### config.mk
export PLATFORM = sky130hd
export DESIGN_NAME = qspi_flash_responder
export DESIGN_NICKNAME = d
export VERILOG_FILES = /design/src/rtl/qspi_flash_responder.sv
export SDC_FILE = /design/constraint.sdc
export NUM_CORES = 1
export LEC_CHECK = 0
export BUFFER_PORTS_ARGS = -buffer_cell sky130_fd_sc_hd__buf_2
export CAP_MARGIN = 10
export CORE_MARGIN = 2
export CORE_UTILIZATION = 47
export CTS_BUF_LIST = sky130_fd_sc_hd__clkbuf_4 sky130_fd_sc_hd__clkbuf_8
export DETAILED_ROUTE_END_ITERATION = 6
export PLACE_DENSITY = 0.66
export SLEW_MARGIN = 20
export SYNTH_ARGS = -nofsm -noshare
export SYNTH_HDL_FRONTEND = slang
export SYNTH_SLANG_ARGS = --single-unit
### constraint.sdc
create_clock -name wb_clk_i -period 5.07 [get_ports wb_clk_i]
set_input_delay 1.2675 -clock wb_clk_i [delete_from_list [all_inputs] [get_ports wb_clk_i]]
set_output_delay 1.2675 -clock wb_clk_i [all_outputs]
set_load 0.05 [all_outputs]
### src/rtl/qspi_flash_responder.sv
// Flash-side Quad I/O Fast Read (0xEB) responder: oversamples the SPI pins on the system clock
// and streams nibbles from a synchronous read-only byte memory.
module qspi_flash_responder #(
    parameter int unsigned MEM_AW    = 16,
    parameter int unsigned MODE_CYC  = 2,
    parameter int unsigned DUMMY_CYC = 4
) (
    input  logic              wb_clk_i,
    input  logic              wb_rst_i,
    input  logic              fsclk_i,
    input  logic              fcen_i,
    input  logic [3:0]        fdi_i,
    output logic [3:0]        fdo_o,
    output logic              fdoe_o,
    output logic              mem_rd_o,
    output logic [MEM_AW-1:0] mem_addr_o,
    input  logic [7:0]        mem_data_i,
    output logic              busy_o,
    output logic              cmd_err_o
);

    localparam logic [7:0] ModeLast  = 8'(MODE_CYC - 1);
    localparam logic [7:0] DummyLast = 8'(DUMMY_CYC - 1);

    typedef enum logic [2:0] {
        StIdle,
        StCmd,
        StAddr,
        StMode,
        StDummy,
        StData,
        StIgnore
    } state_e;

    state_e state_q, state_d;

    logic              sclk_meta_q, sclk_sync_q, sclk_prev_q;
    logic              cen_meta_q, cen_sync_q;
    logic [3:0]        fdi_meta_q, fdi_sync_q;
    logic [1:0]        sync_ok_q;
    logic              armed_q;
    logic [7:0]        cnt_q, cnt_d;
    logic [6:0]        opcode_q, opcode_d;
    logic [MEM_AW-1:0] addr_q, addr_d;
    logic [7:0]        shift_q;
    logic              nib_lo_q, nib_lo_d;
    logic              load_q;
    logic [3:0]        fdo_q, fdo_d;
    logic              fdoe_q, fdoe_d;
    logic              mem_rd_q, mem_rd_d;
    logic [MEM_AW-1:0] mem_addr_q, mem_addr_d;
    logic              cmd_err_q, cmd_err_d;

    logic       sclk_rise, sclk_fall;
    logic [7:0] opcode_shift;

    assign sclk_rise    = sclk_sync_q & ~sclk_prev_q;
    assign sclk_fall    = ~sclk_sync_q & sclk_prev_q;
    assign opcode_shift = {opcode_q, fdi_sync_q[0]};

    always_comb begin
        state_d    = state_q;
        cnt_d      = cnt_q;
        opcode_d   = opcode_q;
        addr_d     = addr_q;
        nib_lo_d   = nib_lo_q;
        fdo_d      = fdo_q;
        fdoe_d     = fdoe_q;
        mem_rd_d   = 1'b0;
        mem_addr_d = mem_addr_q;
        cmd_err_d  = 1'b0;

        // Chip-enable high beats any clock edge seen in the same cycle.
        if (cen_sync_q) begin
            state_d  = StIdle;
            cnt_d    = '0;
            addr_d   = '0;
            nib_lo_d = 1'b0;
            fdo_d    = '0;
            fdoe_d   = 1'b0;
        end else begin
            unique case (state_q)
                StIdle: begin
                    if (armed_q) begin
                        state_d = StCmd;
                        cnt_d   = '0;
                    end
                end
                StCmd: begin
                    if (sclk_rise) begin
                        opcode_d = opcode_shift[6:0];
                        if (cnt_q == 8'd7) begin
                            cnt_d = '0;
                            if (opcode_shift == 8'hEB) begin
                                state_d = StAddr;
                            end else begin
                                state_d   = StIgnore;
                                cmd_err_d = 1'b1;
                            end
                        end else begin
                            cnt_d = cnt_q + 8'd1;
                        end
                    end
                end
                StAddr: begin
                    if (sclk_rise) begin
                        // Bits above MEM_AW fall off the top: the flash address wraps.
                        addr_d = {addr_q[MEM_AW-5:0], fdi_sync_q};
                        if (cnt_q == 8'd5) begin
                            cnt_d   = '0;
                            state_d = (MODE_CYC == 0) ? StDummy : StMode;
                        end else begin
                            cnt_d = cnt_q + 8'd1;
                        end
                    end
                end
                StMode: begin
                    if (sclk_rise) begin
                        if (cnt_q == ModeLast) begin
                            cnt_d   = '0;
                            state_d = StDummy;
                        end else begin
                            cnt_d = cnt_q + 8'd1;
                        end
                    end
                end
                StDummy: begin
                    if (sclk_rise) begin
                        if (cnt_q == DummyLast) begin
                            cnt_d      = '0;
                            state_d    = StData;
                            nib_lo_d   = 1'b0;
                            mem_rd_d   = 1'b1;
                            mem_addr_d = addr_q;
                        end else begin
                            cnt_d = cnt_q + 8'd1;
                        end
                    end
                end
                StData: begin
                    if (sclk_fall) begin
                        fdoe_d = 1'b1;
                        if (!nib_lo_q) begin
                            fdo_d    = shift_q[7:4];
                            nib_lo_d = 1'b1;
                        end else begin
                            fdo_d      = shift_q[3:0];
                            nib_lo_d   = 1'b0;
                            addr_d     = addr_q + MEM_AW'(1);
                            mem_rd_d   = 1'b1;
                            mem_addr_d = addr_q + MEM_AW'(1);
                        end
                    end
                end
                StIgnore: begin
                    fdoe_d = 1'b0;
                end
                default: begin
                    state_d = StIdle;
                end
            endcase
        end
    end

    always_ff @(posedge wb_clk_i) begin
        if (wb_rst_i) begin
            sclk_meta_q <= 1'b0;
            sclk_sync_q <= 1'b0;
            sclk_prev_q <= 1'b0;
            cen_meta_q  <= 1'b1;
            cen_sync_q  <= 1'b1;
            fdi_meta_q  <= '0;
            fdi_sync_q  <= '0;
            sync_ok_q   <= '0;
            armed_q     <= 1'b0;
            state_q     <= StIdle;
            cnt_q       <= '0;
            opcode_q    <= '0;
            addr_q      <= '0;
            shift_q     <= '0;
            nib_lo_q    <= 1'b0;
            load_q      <= 1'b0;
            fdo_q       <= '0;
            fdoe_q      <= 1'b0;
            mem_rd_q    <= 1'b0;
            mem_addr_q  <= '0;
            cmd_err_q   <= 1'b0;
        end else begin
            sclk_meta_q <= fsclk_i;
            sclk_sync_q <= sclk_meta_q;
            sclk_prev_q <= sclk_sync_q;
            cen_meta_q  <= fcen_i;
            cen_sync_q  <= cen_meta_q;
            fdi_meta_q  <= fdi_i;
            fdi_sync_q  <= fdi_meta_q;
            sync_ok_q   <= {sync_ok_q[0], 1'b1};
            // Only a genuine high level arms the decoder, so a low period spanning reset is ignored.
            armed_q     <= armed_q | (sync_ok_q[1] & cen_sync_q);
            state_q     <= state_d;
            cnt_q       <= cnt_d;
            opcode_q    <= opcode_d;
            addr_q      <= addr_d;
            nib_lo_q    <= nib_lo_d;
            load_q      <= mem_rd_q;
            if (load_q) begin
                shift_q <= mem_data_i;
            end
            fdo_q       <= fdo_d;
            fdoe_q      <= fdoe_d;
            mem_rd_q    <= mem_rd_d;
            mem_addr_q  <= mem_addr_d;
            cmd_err_q   <= cmd_err_d;
        end
    end

    assign fdo_o      = fdo_q;
    assign fdoe_o     = fdoe_q;
    assign mem_rd_o   = mem_rd_q;
    assign mem_addr_o = mem_addr_q;
    assign busy_o     = ~cen_sync_q;
    assign cmd_err_o  = cmd_err_q;

endmodule

==> results of run 1 <==
-- registers in the layout (all words and copies together) (netlist names), 2 cells and up --
name and flops:
sync_ok_q 2, fdi_meta_q 4, opcode_q 7, cnt_q 8, fdo_o 4, shift_q 8, fdi_sync_q 4, addr_q 16
mem_addr_o 16, state_q 3
-- power by group --
group | internal [mW] | leakage, nW | switching (mW)
combinational | 0.0106 | 0.629 | 0.0176
clock | 0.327 | 0.120 | 0.243
sequential | 0.657 | 0.672 | 0.00351
total | 0.995 | 1.42 | 0.264
-- area by class of cell --
| cell class | instances | area share [%] |
|---|---|---|
| multi-input combinational | 342 | 46.51 |
| sequential | 83 | 38.90 |
| timing repair buffer | 44 | 5.448 |
| tap | 102 | 2.988 |
| clock buffer | 9 | 2.900 |
| clock inverter | 6 | 2.636 |
| inverter | 7 | 0.6151 |
-- cells by family after synthesis --
family | count (synthesis) | synth area share [%]
multiplexers | 16 | 4.218
buffers and inverters | 42 | 4.676
XOR/XNOR | 15 | 3.434
flip-flops | 83 | 43.43
AND/OR/NAND/NOR | 189 | 23.51
AO/OA/AOI/OAI | 119 | 19.75
adder cells (fa/ha/maj) | 3 | 0.9811
-- stage by stage --
stage | instance area (um2) | std cells | util [%] | worst slack, ps | hold WS, ps
5_1_grt | 4272 | 593 | 54.71 | 1964 | 431.5
6_report | 4272 | 593 | 54.71 | 2148 | 414.8
2_1_floorplan | 3826 | 467 | - | 2822 | 389.5
3_3_place_gp | 4034 | 578 | 51.67 | 1833 | 400.1
4_1_cts | 4270 | 593 | 54.70 | 2112 | 422.3
3_5_place_dp | 4034 | 578 | 51.67 | 1750 | 405.1
-- worst max path at each step --
stage / start / end / slack (ps) / cells past startpoint
floorplan: wb_rst_i / addr_q[7] / 2820 / 5
global placement: wb_rst_i / mem_rd_o / 1830 / 5
detailed placement: wb_rst_i / mem_rd_o / 1750 / 5
CTS: state_q[2] / addr_q[5] / 2110 / 8
global route: wb_rst_i / mem_rd_o / 1960 / 5
finish: wb_rst_i / mem_rd_o / 2150 / 5
-- metal layers --
layer  global-route usage, %  up-vias
met4                   6.039        0
met2                   32.86       70
li1                        -     1698
met1                   24.64     1531
met5                       0        -
met3                   5.136        8
-- cell usage in the layout, fill, tap and decap left out, drive strengths merged, types with 4 or more instances in the layout --
cell type / count
xor2: 8
nand2: 61
nor2: 54
a31oi: 5
a211oi: 18
a22oi: 8
mux2i: 15
o31ai: 4
nor4: 5
dfxtp: 83
a21oi: 29
or2: 5
nor2b: 16
clkbuf: 9
nor3: 10
nand4: 4
o21ai: 33
buf: 44
xnor2: 7
inv: 9
nand3: 16
-- worst max-delay path: cells and delay by family --
family / cells / cell delay (ps)
buf+inv: 3 / 1210
simple gates: 1 / 560
compound gates: 1 / 100
==> results.py, run 1 <==
metrics = {
    "drt": {
        "highest_layer": "met4",
        "wl_met1_um": 3821,
        "viasPerCell": 5.577,
        "wl_met2_um": 4035,
        "drt_iter0_drc": 189,
        "route.met3.wl_um": 368,
        "vias": 3307,
        "final_antenna_net_count": 0,
        "wirelength_um": 8305,
        "drc": 0,
        "wl_per_cell_um": 14.01,
        "drtPass1Iterations": 5,
    },
    "hold_path": {
        "hp-class": "register to register",
        "hold_path_depth": 1,
        "worstHoldEndpoint": "cen_sync_q",
        "holdCritStartpoint": "cen_meta_q",
    },
    "die": {
        "die_area_um2": 8878,
        "row_count": 32,
        "floorplan.initialDensity_pct": 49.01,
        "dieWidth_um": 94.23,
        "io_pins": 40,
        "die_h_um": 94.23,
        "core_area_um2": 7807,
    },
    "grt": {
        "grt_pass1_wl_um": 13870,
        "grt_use_total_pct": 19.61,
        "grt_pass1_vias": 3064,
        "overflow": 0,
        "grt_antenna_before_repair": 0,
        "grt_max_degree": 45,
    },
    "synthesis": {
        "synth_fp_nets": 486,
        "synth_top_area_cell": "dfxtp_1",
        "synth_edf_count": 0,
        "seq_area_frac_synth_pct": 43.43,
        "synth_warnings": 0,
        "yosys-top-cells-count": "dfxtp_1, nand2_1, nor2_1, a21oi_1, clkbuf_1",
        "synth.distinct_cells": 56,
        "syn-cell-area_um2": 3826,
        "synth.avg_cell_area_um2": 8.193,
        "yosys-top-cells-area": "dfxtp_1, nand2_1, nor2_1, mux2i_1, a21oi_1",
        "synth-seq-cells": 83,
        "yosysMostFrequentCell": "dfxtp_1",
        "synthArstFlopShare_pct": 0,
        "synth_top_area_share_pct": 43.43,
        "synth-main-ff-cell": "dfxtp_1",
        "syn_inst": 467,
    },
    "setup_path": {
        "path_max_fanout": 44,
        "reg2reg_slack_ps": 2480,
        "cp_cell_sequence": "buf_2 > inv_1 > nand2_1 > buf_4 > a2111oi_0",
        "startpoint_type": "primary input",
        "critPathArrivalTime_ps": 3140,
        "setup.worst_path.class": "primary input to register",
        "endpoint_kind": "register",
        "max_stage_delay_ps": 600,
        "r2r-end": "addr_q[5]",
        "r2r-start": "state_q[2]",
        "cp_data_required_time_ps": 5290,
        "worst_r2r_path_depth": 8,
        "cpMaxStageDelayCell": "buf_2",
    },
    "power_and_ir_drop": {
        "ir_worst_vdd_v": 0.0001467,
        "leakage_nw": 1.421,
        "total_power_mw": 1.259,
        "power.density_nw_per_um2": 294.7,
    },
    "status": {
        "status": "finished clean",
    },
    "clocking": {
        "cts_sinks": 83,
        "cts_buffer_depth": 2,
        "cts.hold.buffers_added": 0,
        "clock_latency_ps": 360,
        "postCtsSetupBuffers": 0,
        "cts-resized-gates": 0,
        "clk_pin_slew_ps": 80,
        "numCtsBuffers": 9,
        "cts_root_buf": "clkbuf_8",
        "cts_tree": "built",
        "h-tree-depth": 3,
    },
    "place": {
        "gp_congestion": 0.8182,
        "io_buffers": 39,
        "dp.final_hpwl_um": 5433,
    },
    "finish": {
        "layout-drive-gt1-share_pct": 14.26,
        "nNetsFinal": 506,
        "multi_input_area_um2": 1987,
        "syn2layout_area_growth_pct": 11.64,
        "fillers": 751,
        "diodes": 0,
        "seq_area_um2": 1662,
    },
    "sta": {
        "finalCriticalPeriod_ps": 2922,
        "worst_pin_slew_ps": 785.0,
        "slew_headroom_pct": 47.67,
        "rsz0062_at_grt": "no",
        "fmax_ghz": 0.3423,
        "slew_violations": 0,
        "post-route-period-util_pct": 57.63,
        "setup_viol": 0,
        "fin_tns_setup_ps": 0,
        "hold_viol_final": 0,
        "fin_skew_ps": 9.760,
    },
    "flow_run": {
        "maxCapViolCount": 0,
    },
}
Note: power is estimated with default switching activity, not from simulation.
==> run 2, diff against run 1 <==
--- a/config.mk
+++ b/config.mk
@@ -5,13 +5,14 @@
 export SDC_FILE = /design/constraint.sdc
 export NUM_CORES = 1
 export LEC_CHECK = 0
+export ABC_AREA = 1
 export BUFFER_PORTS_ARGS = -buffer_cell sky130_fd_sc_hd__buf_2
 export CAP_MARGIN = 10
 export CORE_MARGIN = 2
 export CORE_UTILIZATION = 47
 export CTS_BUF_LIST = sky130_fd_sc_hd__clkbuf_4 sky130_fd_sc_hd__clkbuf_8
 export DETAILED_ROUTE_END_ITERATION = 6
-export PLACE_DENSITY = 0.66
+export PLACE_DENSITY = 0.69
 export SLEW_MARGIN = 20
 export SYNTH_ARGS = -nofsm -noshare
 export SYNTH_HDL_FRONTEND = slang
==> constraint.sdc (replaced) <==
create_clock -name wb_clk_i -period 2.4 [get_ports wb_clk_i]
set_input_delay 0.6 -clock wb_clk_i [delete_from_list [all_inputs] [get_ports wb_clk_i]]
set_output_delay 0.6 -clock wb_clk_i [all_outputs]
set_load 0.05 [all_outputs]
==> results.py, run 2 <==
metrics = {
    "synthesis": {
        "seq_area_frac_synth_pct": 43.13,
        "synth_warnings": 0,
        "synth-seq-cells": 83,
        "synth-main-ff-cell": "dfxtp_1",
        "synth_top_area_cell": "dfxtp_1",
        "yosys-top-cells-area": "dfxtp_1, nand2_1, nor2_1, a21oi_1, inv_1",
        "synth_top_area_share_pct": 43.13,
        "synthArstFlopShare_pct": 0,
        "synth.avg_cell_area_um2": 6.759,
        "synth.distinct_cells": 32,
        "yosysMostFrequentCell": "nand2_1",
        "yosys-top-cells-count": "nand2_1, nor2_1, dfxtp_1, inv_1, a21oi_1",
        "syn-cell-area_um2": 3852,
        "synth_fp_nets": 589,
        "syn_inst": 570,
        "synth_edf_count": 0,
    },
    "drt": {
        "wl_per_cell_um": 11.46,
        "drc": 0,
        "final_antenna_net_count": 0,
        "viasPerCell": 4.910,
        "drtPass1Iterations": 4,
        "vias": 3501,
        "drt_iter0_drc": 136,
        "wirelength_um": 8170,
    },
    "sta": {
        "worst_pin_slew_ps": 844.5,
        "setup_viol": 0,
        "post-route-period-util_pct": 78.40,
        "rsz0062_at_grt": "no",
        "slew_violations": 0,
        "hold_viol_final": 0,
        "slew_headroom_pct": 43.64,
        "finalCriticalPeriod_ps": 1882,
        "fin_tns_setup_ps": 0,
        "fin_skew_ps": 9.211,
        "fmax_ghz": 0.5315,
    },
    "power_and_ir_drop": {
        "ir_worst_vdd_v": 0.0003663,
        "p_seq_share_pct": 58.2,
        "p_comb_share_pct": 3.7,
        "total_power_mw": 2.397,
        "power.density_nw_per_um2": 562.2,
        "leakage_nw": 1.937,
        "swShare_pct": 23.00,
        "p_clk_share_pct": 38.1,
        "switching_power_mw": 0.5513,
        "p_int_mw": 1.845,
    },
    "clocking": {
        "clock_latency_ps": 350,
        "cts_root_buf": "clkbuf_8",
        "h-tree-depth": 3,
        "cts_tree": "built",
        "numCtsBuffers": 9,
        "cts_buffer_depth": 2,
        "cts_sinks": 83,
        "clk_pin_slew_ps": 80,
        "cts.hold.buffers_added": 0,
        "postCtsSetupBuffers": 0,
        "cts-resized-gates": 0,
    },
    "grt": {
        "grt_antenna_before_repair": 0,
        "grt_pass1_vias": 3198,
        "grt_max_degree": 34,
        "grt_use_total_pct": 19.57,
        "overflow": 0,
        "grt_pass1_wl_um": 14120,
    },
    "finish": {
        "multi_input_area_um2": 1797,
        "seq_area_um2": 1662,
        "postLayoutCellArea_um2": 4263,
        "final_util_pct": 52.67,
        "final_cell_mix": "nand2_1, nor2_1, dfxtp_1, inv_1, a21oi_1",
        "layout-drive-gt1-share_pct": 13.32,
        "fillers": 843,
        "final_common_cell": "nand2_1",
        "nNetsFinal": 622,
        "diodes": 0,
        "syn2layout_area_growth_pct": 10.65,
    },
    "place": {
        "dp.final_hpwl_um": 5718,
        "gp_congestion": 0.8803,
        "placed_cell_area_um2": 4084,
        "io_buffers": 39,
    },
    "die": {
        "floorplan.initialDensity_pct": 47.60,
        "die_h_um": 94.54,
        "dieWidth_um": 94.54,
        "core_area_um2": 8093,
        "row_count": 33,
        "io_pins": 40,
        "die_area_um2": 8937,
    },
    "setup_path": {
        "r2r-start": "state_q[2]",
        "cp_common_cell": "nand2_1",
        "endpoint": "mem_addr_o[11]",
        "max_stage_delay_ps": 550,
        "worst_r2r_path_depth": 9,
        "cp_cell_sequence": "nand3_4 > inv_2 > nand3_2 > nand2_1 > nand2_2 > buf_4 > nand2_1 > nand2_1 > a21oi_1",
        "r2r-end": "mem_addr_o[11]",
        "startpoint_type": "register",
        "crit_family": "simple AND/OR/NAND/NOR gates",
        "crit_start": "state_q[2]",
        "cp_num_cells": 9,
        "setup.worst_path.class": "register to register",
        "path_max_fanout": 15,
        "reg2reg_slack_ps": 520,
        "worstPathBufferInverterCount": 2,
        "endpoint_kind": "register",
        "cp_data_required_time_ps": 2680,
        "cpMaxStageDelayCell": "dfxtp_1",
        "critPathArrivalTime_ps": 2160,
    },
    "hold_path": {
        "holdCritStartpoint": "fdi_meta_q[3]",
        "hp-class": "register to register",
    },
    "status": {
        "status": "finished clean",
    },
    "flow_run": {
        "maxCapViolCount": 0,
    },
}
==> run 2: cell count changes in the layout (fill, tap and decap cells not counted), sizes merged, moves of 16 or more <==
cell	previous run	this run
nand2	61	124
inv	9	70
nor2	54	103
a21oi	29	54
o21ai	33	56
a211oi	18	0
nor2b	16	0
==> run 2: cell families (layout without fill, tap and decap cells) <==
| kind of cell | count (synthesis) | in the layout | share of synthesized area [%] |
|---|---|---|---|
| xor+xnor | 2 | 2 | 0.4548 |
| simple gates | 276 | 276 | 30.11 |
| flops | 83 | 83 | 43.13 |
| fa+ha+maj | 3 | 3 | 0.9744 |
| buf+inv | 92 | 130 | 10.23 |
| compound gates | 114 | 114 | 15.10 |
==> run 2: per-stage QoR <==
step                      setup slack (ps)  std cells  hold slack, ps
after floorplan                      952.4        570           388.3
after global placement               486.1        697           389.9
after detailed placement             407.7        697           394.5
after CTS                            545.9        713           406.5
after global routing                 344.4        713           417.6
final                                518.5        713           404.0
==> run 2: area by class of cell <==
cell class	instances	area share [%]
multi-input cells	395	42.15
flip-flops and latches	83	38.98
inverters	71	6.311
repair buffers	43	5.283
clock buffers	12	3.581
well taps	105	3.082
clock inverters	4	0.6164
==> run 2: worst reg2reg max path: stages (launching register included) <==
cell and delay (ps):
dfxtp_1 550, nand3_4 150, inv_2 230, nand3_2 150, nand2_1 110, nand2_2 130
buf_4 230, nand2_1 70, nand2_1 50, a21oi_1 150
==> run 2: worst min-delay path by stage <==
stage / cells past startpoint / slack [ps] / end
2_1_floorplan: 2 / 390 / fdi_sync_q[0]
3_3_place_gp: 2 / 390 / fdi_sync_q[3]
3_5_place_dp: 2 / 390 / fdi_sync_q[0]
4_1_cts: 2 / 410 / fdi_sync_q[0]
5_1_grt: 2 / 420 / fdi_sync_q[2]
6_report: 2 / 400 / fdi_sync_q[3]
==> run 2: power groups by stage <==
stage               Clock, mW  Combinational [mW]  Sequential (mW)
finish                  0.913              0.0885             1.40
global route            0.994               0.102             1.40
CTS                     0.939              0.0895             1.40
detailed placement          0              0.0895             1.43
global placement            0              0.0868             1.43
floorplan                   0              0.0666             1.43
==> run 2: metal layers <==
| metal | GRT usage, % | vias up | part of all wire (%) |
|---|---|---|---|
| met3 | 2.953 | 11 | 3.6 |
| li1 | - | 1881 | - |
| met1 | 26.70 | 1539 | 51 |
| met4 | 6.884 | 0 | 1.3 |
| met5 | 0 | - | 0 |
| met2 | 31.61 | 70 | 44 |
==> run 3, diff against run 2 <==
--- a/config.mk
+++ b/config.mk
@@ -5,7 +5,7 @@
 export SDC_FILE = /design/constraint.sdc
 export NUM_CORES = 1
 export LEC_CHECK = 0
-export ABC_AREA = 1
+export ABC_AREA = 0
 export BUFFER_PORTS_ARGS = -buffer_cell sky130_fd_sc_hd__buf_2
 export CAP_MARGIN = 10
 export CORE_MARGIN = 2
==> constraint.sdc (replaced) <==
create_clock -name wb_clk_i -period 1.7 [get_ports wb_clk_i]
set_input_delay 0.425 -clock wb_clk_i [delete_from_list [all_inputs] [get_ports wb_clk_i]]
set_output_delay 0.425 -clock wb_clk_i [all_outputs]
set_load 0.05 [all_outputs]
==> results.py, run 3 (synthesis gave the netlist of run 1 again) <==
metrics = {
    "hold_path": {
        "hold_path_depth": 2,
        "hp-class": "primary input to register",
    },
    "setup_path": {
        "crit_family": "compound AO/OA/AOI/OAI gates",
        "cp_num_cells": 8,
        "setup.worst_path.class": "register to register",
        "max_stage_delay_ps": 370,
        "path_max_fanout": 6,
        "worstPathBufferInverterCount": 1,
        "cp_data_required_time_ps": 2000,
        "worst_r2r_path_depth": 8,
        "startpoint_type": "register",
        "cpMaxStageDelayCell": "or3_1",
        "critPathArrivalTime_ps": 2370,
        "endpoint_kind": "register",
        "cp_cell_sequence": "inv_2 > ha_4 > nand2_2 > a211o_1 > a32o_2 > a211o_4 > or3_1 > a21oi_1",
        "reg2reg_slack_ps": -370,
    },
    "grt": {
        "grt_pass1_wl_um": 16200,
        "use_met3_pct": 3.291,
        "grt.busiest_layer": "met2",
        "use_met2_pct": 38.81,
        "grt_pass1_vias": 3572,
        "grt_antenna_before_repair": 0,
        "grt_util_met1_pct": 29.49,
        "grt_max_degree": 35,
        "overflow": 0,
        "grt_use_total_pct": 22.96,
    },
    "clocking": {
        "cts_buffer_depth": 2,
        "clk_pin_slew_ps": 90,
        "cts_sinks": 83,
        "numCtsBuffers": 9,
        "cts_tree": "built",
        "clock_latency_ps": 360,
        "cts_root_buf": "clkbuf_8",
        "cts.hold.buffers_added": 0,
        "h-tree-depth": 3,
    },
    "finish": {
        "nNetsFinal": 579,
        "final_cell_mix": "dfxtp_1, buf_4, nand2_1, nor2_1, buf_2",
        "syn2layout_area_growth_pct": 32.44,
        "layout-drive-gt1-share_pct": 29.61,
        "diodes": 0,
        "final_common_cell": "dfxtp_1",
    },
    "place": {
        "gp_congestion": 0.8657,
        "dp.final_hpwl_um": 6421,
        "dp_worst_setup_slack_ps": -340.0,
        "io_buffers": 39,
    },
    "sta": {
        "holdWs_ps": 238.4,
        "setup_viol": 55,
        "fin_skew_ps": 9.079,
        "rsz0062_at_grt": "yes",
        "post-route-period-util_pct": 121.8,
        "fmax_ghz": 0.4830,
        "finalCriticalPeriod_ps": 2070,
        "hold_viol_final": 0,
        "slew_headroom_pct": 70.93,
        "setup_ws_ps": -370.2,
        "slew_violations": 0,
        "worst_pin_slew_ps": 435.4,
    },
    "power_and_ir_drop": {
        "swShare_pct": 21.56,
        "p_seq_share_pct": 51.6,
        "ir_worst_vdd_v": 0.0004594,
        "power.density_nw_per_um2": 751.3,
        "leakage_nw": 1.853,
        "p_comb_share_pct": 3.2,
        "switching_power_mw": 0.8206,
        "p_int_mw": 2.986,
        "p_clk_share_pct": 45.2,
    },
    "die": {
        "die_h_um": 94.23,
        "dieWidth_um": 94.23,
        "io_pins": 40,
        "row_count": 32,
        "die_area_um2": 8878,
        "floorplan.initialDensity_pct": 49.01,
        "core_area_um2": 7807,
    },
    "drt": {
        "drtPass1Iterations": 4,
        "final_antenna_net_count": 0,
        "viasPerCell": 5.509,
        "drc": 0,
        "wirelength_um": 9738,
        "vias": 3669,
        "drt_iter0_drc": 250,
        "wl_per_cell_um": 14.62,
    },
    "status": {
        "status": "finished, violations left",
        "violations": "setup timing",
    },
    "flow_run": {
        "maxCapViolCount": 0,
    },
}
[run 3: cell count changes in the layout (fill, tap and decap cells not counted), moves of 16 or more]
| cell | change |
|---|---|
| nor2_1 | -48 |
| buf_4 | +66 |
| inv_1 | -58 |
| a21oi_1 | -25 |
| nand2_1 | -60 |
| o21ai_0 | -30 |
| a211oi_1 | +16 |
[run 3: what timing repair did]
| item | 4_1_cts | 5_1_grt |
|---|---|---|
| cloned | 2 | 0 |
| pin swaps | 6 | 4 |
| setup endpoints to repair | 52 | 58 |
| gates resized for setup | 13 | 15 |
| buffers inserted | 4 | 0 |
[run 3: per-stage QoR]
step	cell area [um2]	utilization, %	TNS (ps)	power (mW)	instances
floorplan	3865	-	-1216	2.070	467
global placement	4616	59.12	-6112	2.127	645
detailed placement	4616	59.12	-7977	2.130	645
CTS	5002	64.07	-8722	3.828	666
global route	5067	64.90	-15340	3.918	666
finish	5067	64.90	-9830	3.807	666
[run 3: final cells by class]
type | count | area, um2
Inverter | 7 | 26.28
Fill cell | 639 | 2740
Sequential cell | 83 | 1668
Multi-Input combinational cell | 342 | 2118
Clock inverter | 6 | 115.1
Clock buffer | 9 | 123.9
Tap cell | 102 | 127.6
Timing Repair Buffer | 117 | 888.4
[run 3: final timing paths]
kind	end	start
worst max-delay path	state_q[2]	cnt_q[1]
worst min register to register	sync_ok_q[1]	sync_ok_q[0]
worst max register to register	state_q[2]	cnt_q[1]
worst min-delay path	cen_meta_q	fcen_i
[run 3: worst register-to-register path, delay by kind of cell (launching register included)]
kind	cells	cell delay, ps
compound gates	4	1040
fa+ha+maj	1	140
buf+inv	1	60
flops	1	340
simple gates	2	420
[run 3: power groups by stage]
stage / logic [mW] / registers [mW] / clock network, mW
2_1_floorplan: 0.0596 / 2.01 / 0
3_3_place_gp: 0.113 / 2.01 / 0
3_5_place_dp: 0.117 / 2.01 / 0
4_1_cts: 0.121 / 1.97 / 1.74
5_1_grt: 0.135 / 1.97 / 1.82
6_report: 0.122 / 1.97 / 1.72
[run 3: metal layers]
layer / share of wire (%) / vias up
met5: 0 / -
met4: 1.6 / 0
met3: 4.7 / 18
met2: 50 / 93
met1: 44 / 1718
li1: - / 1840
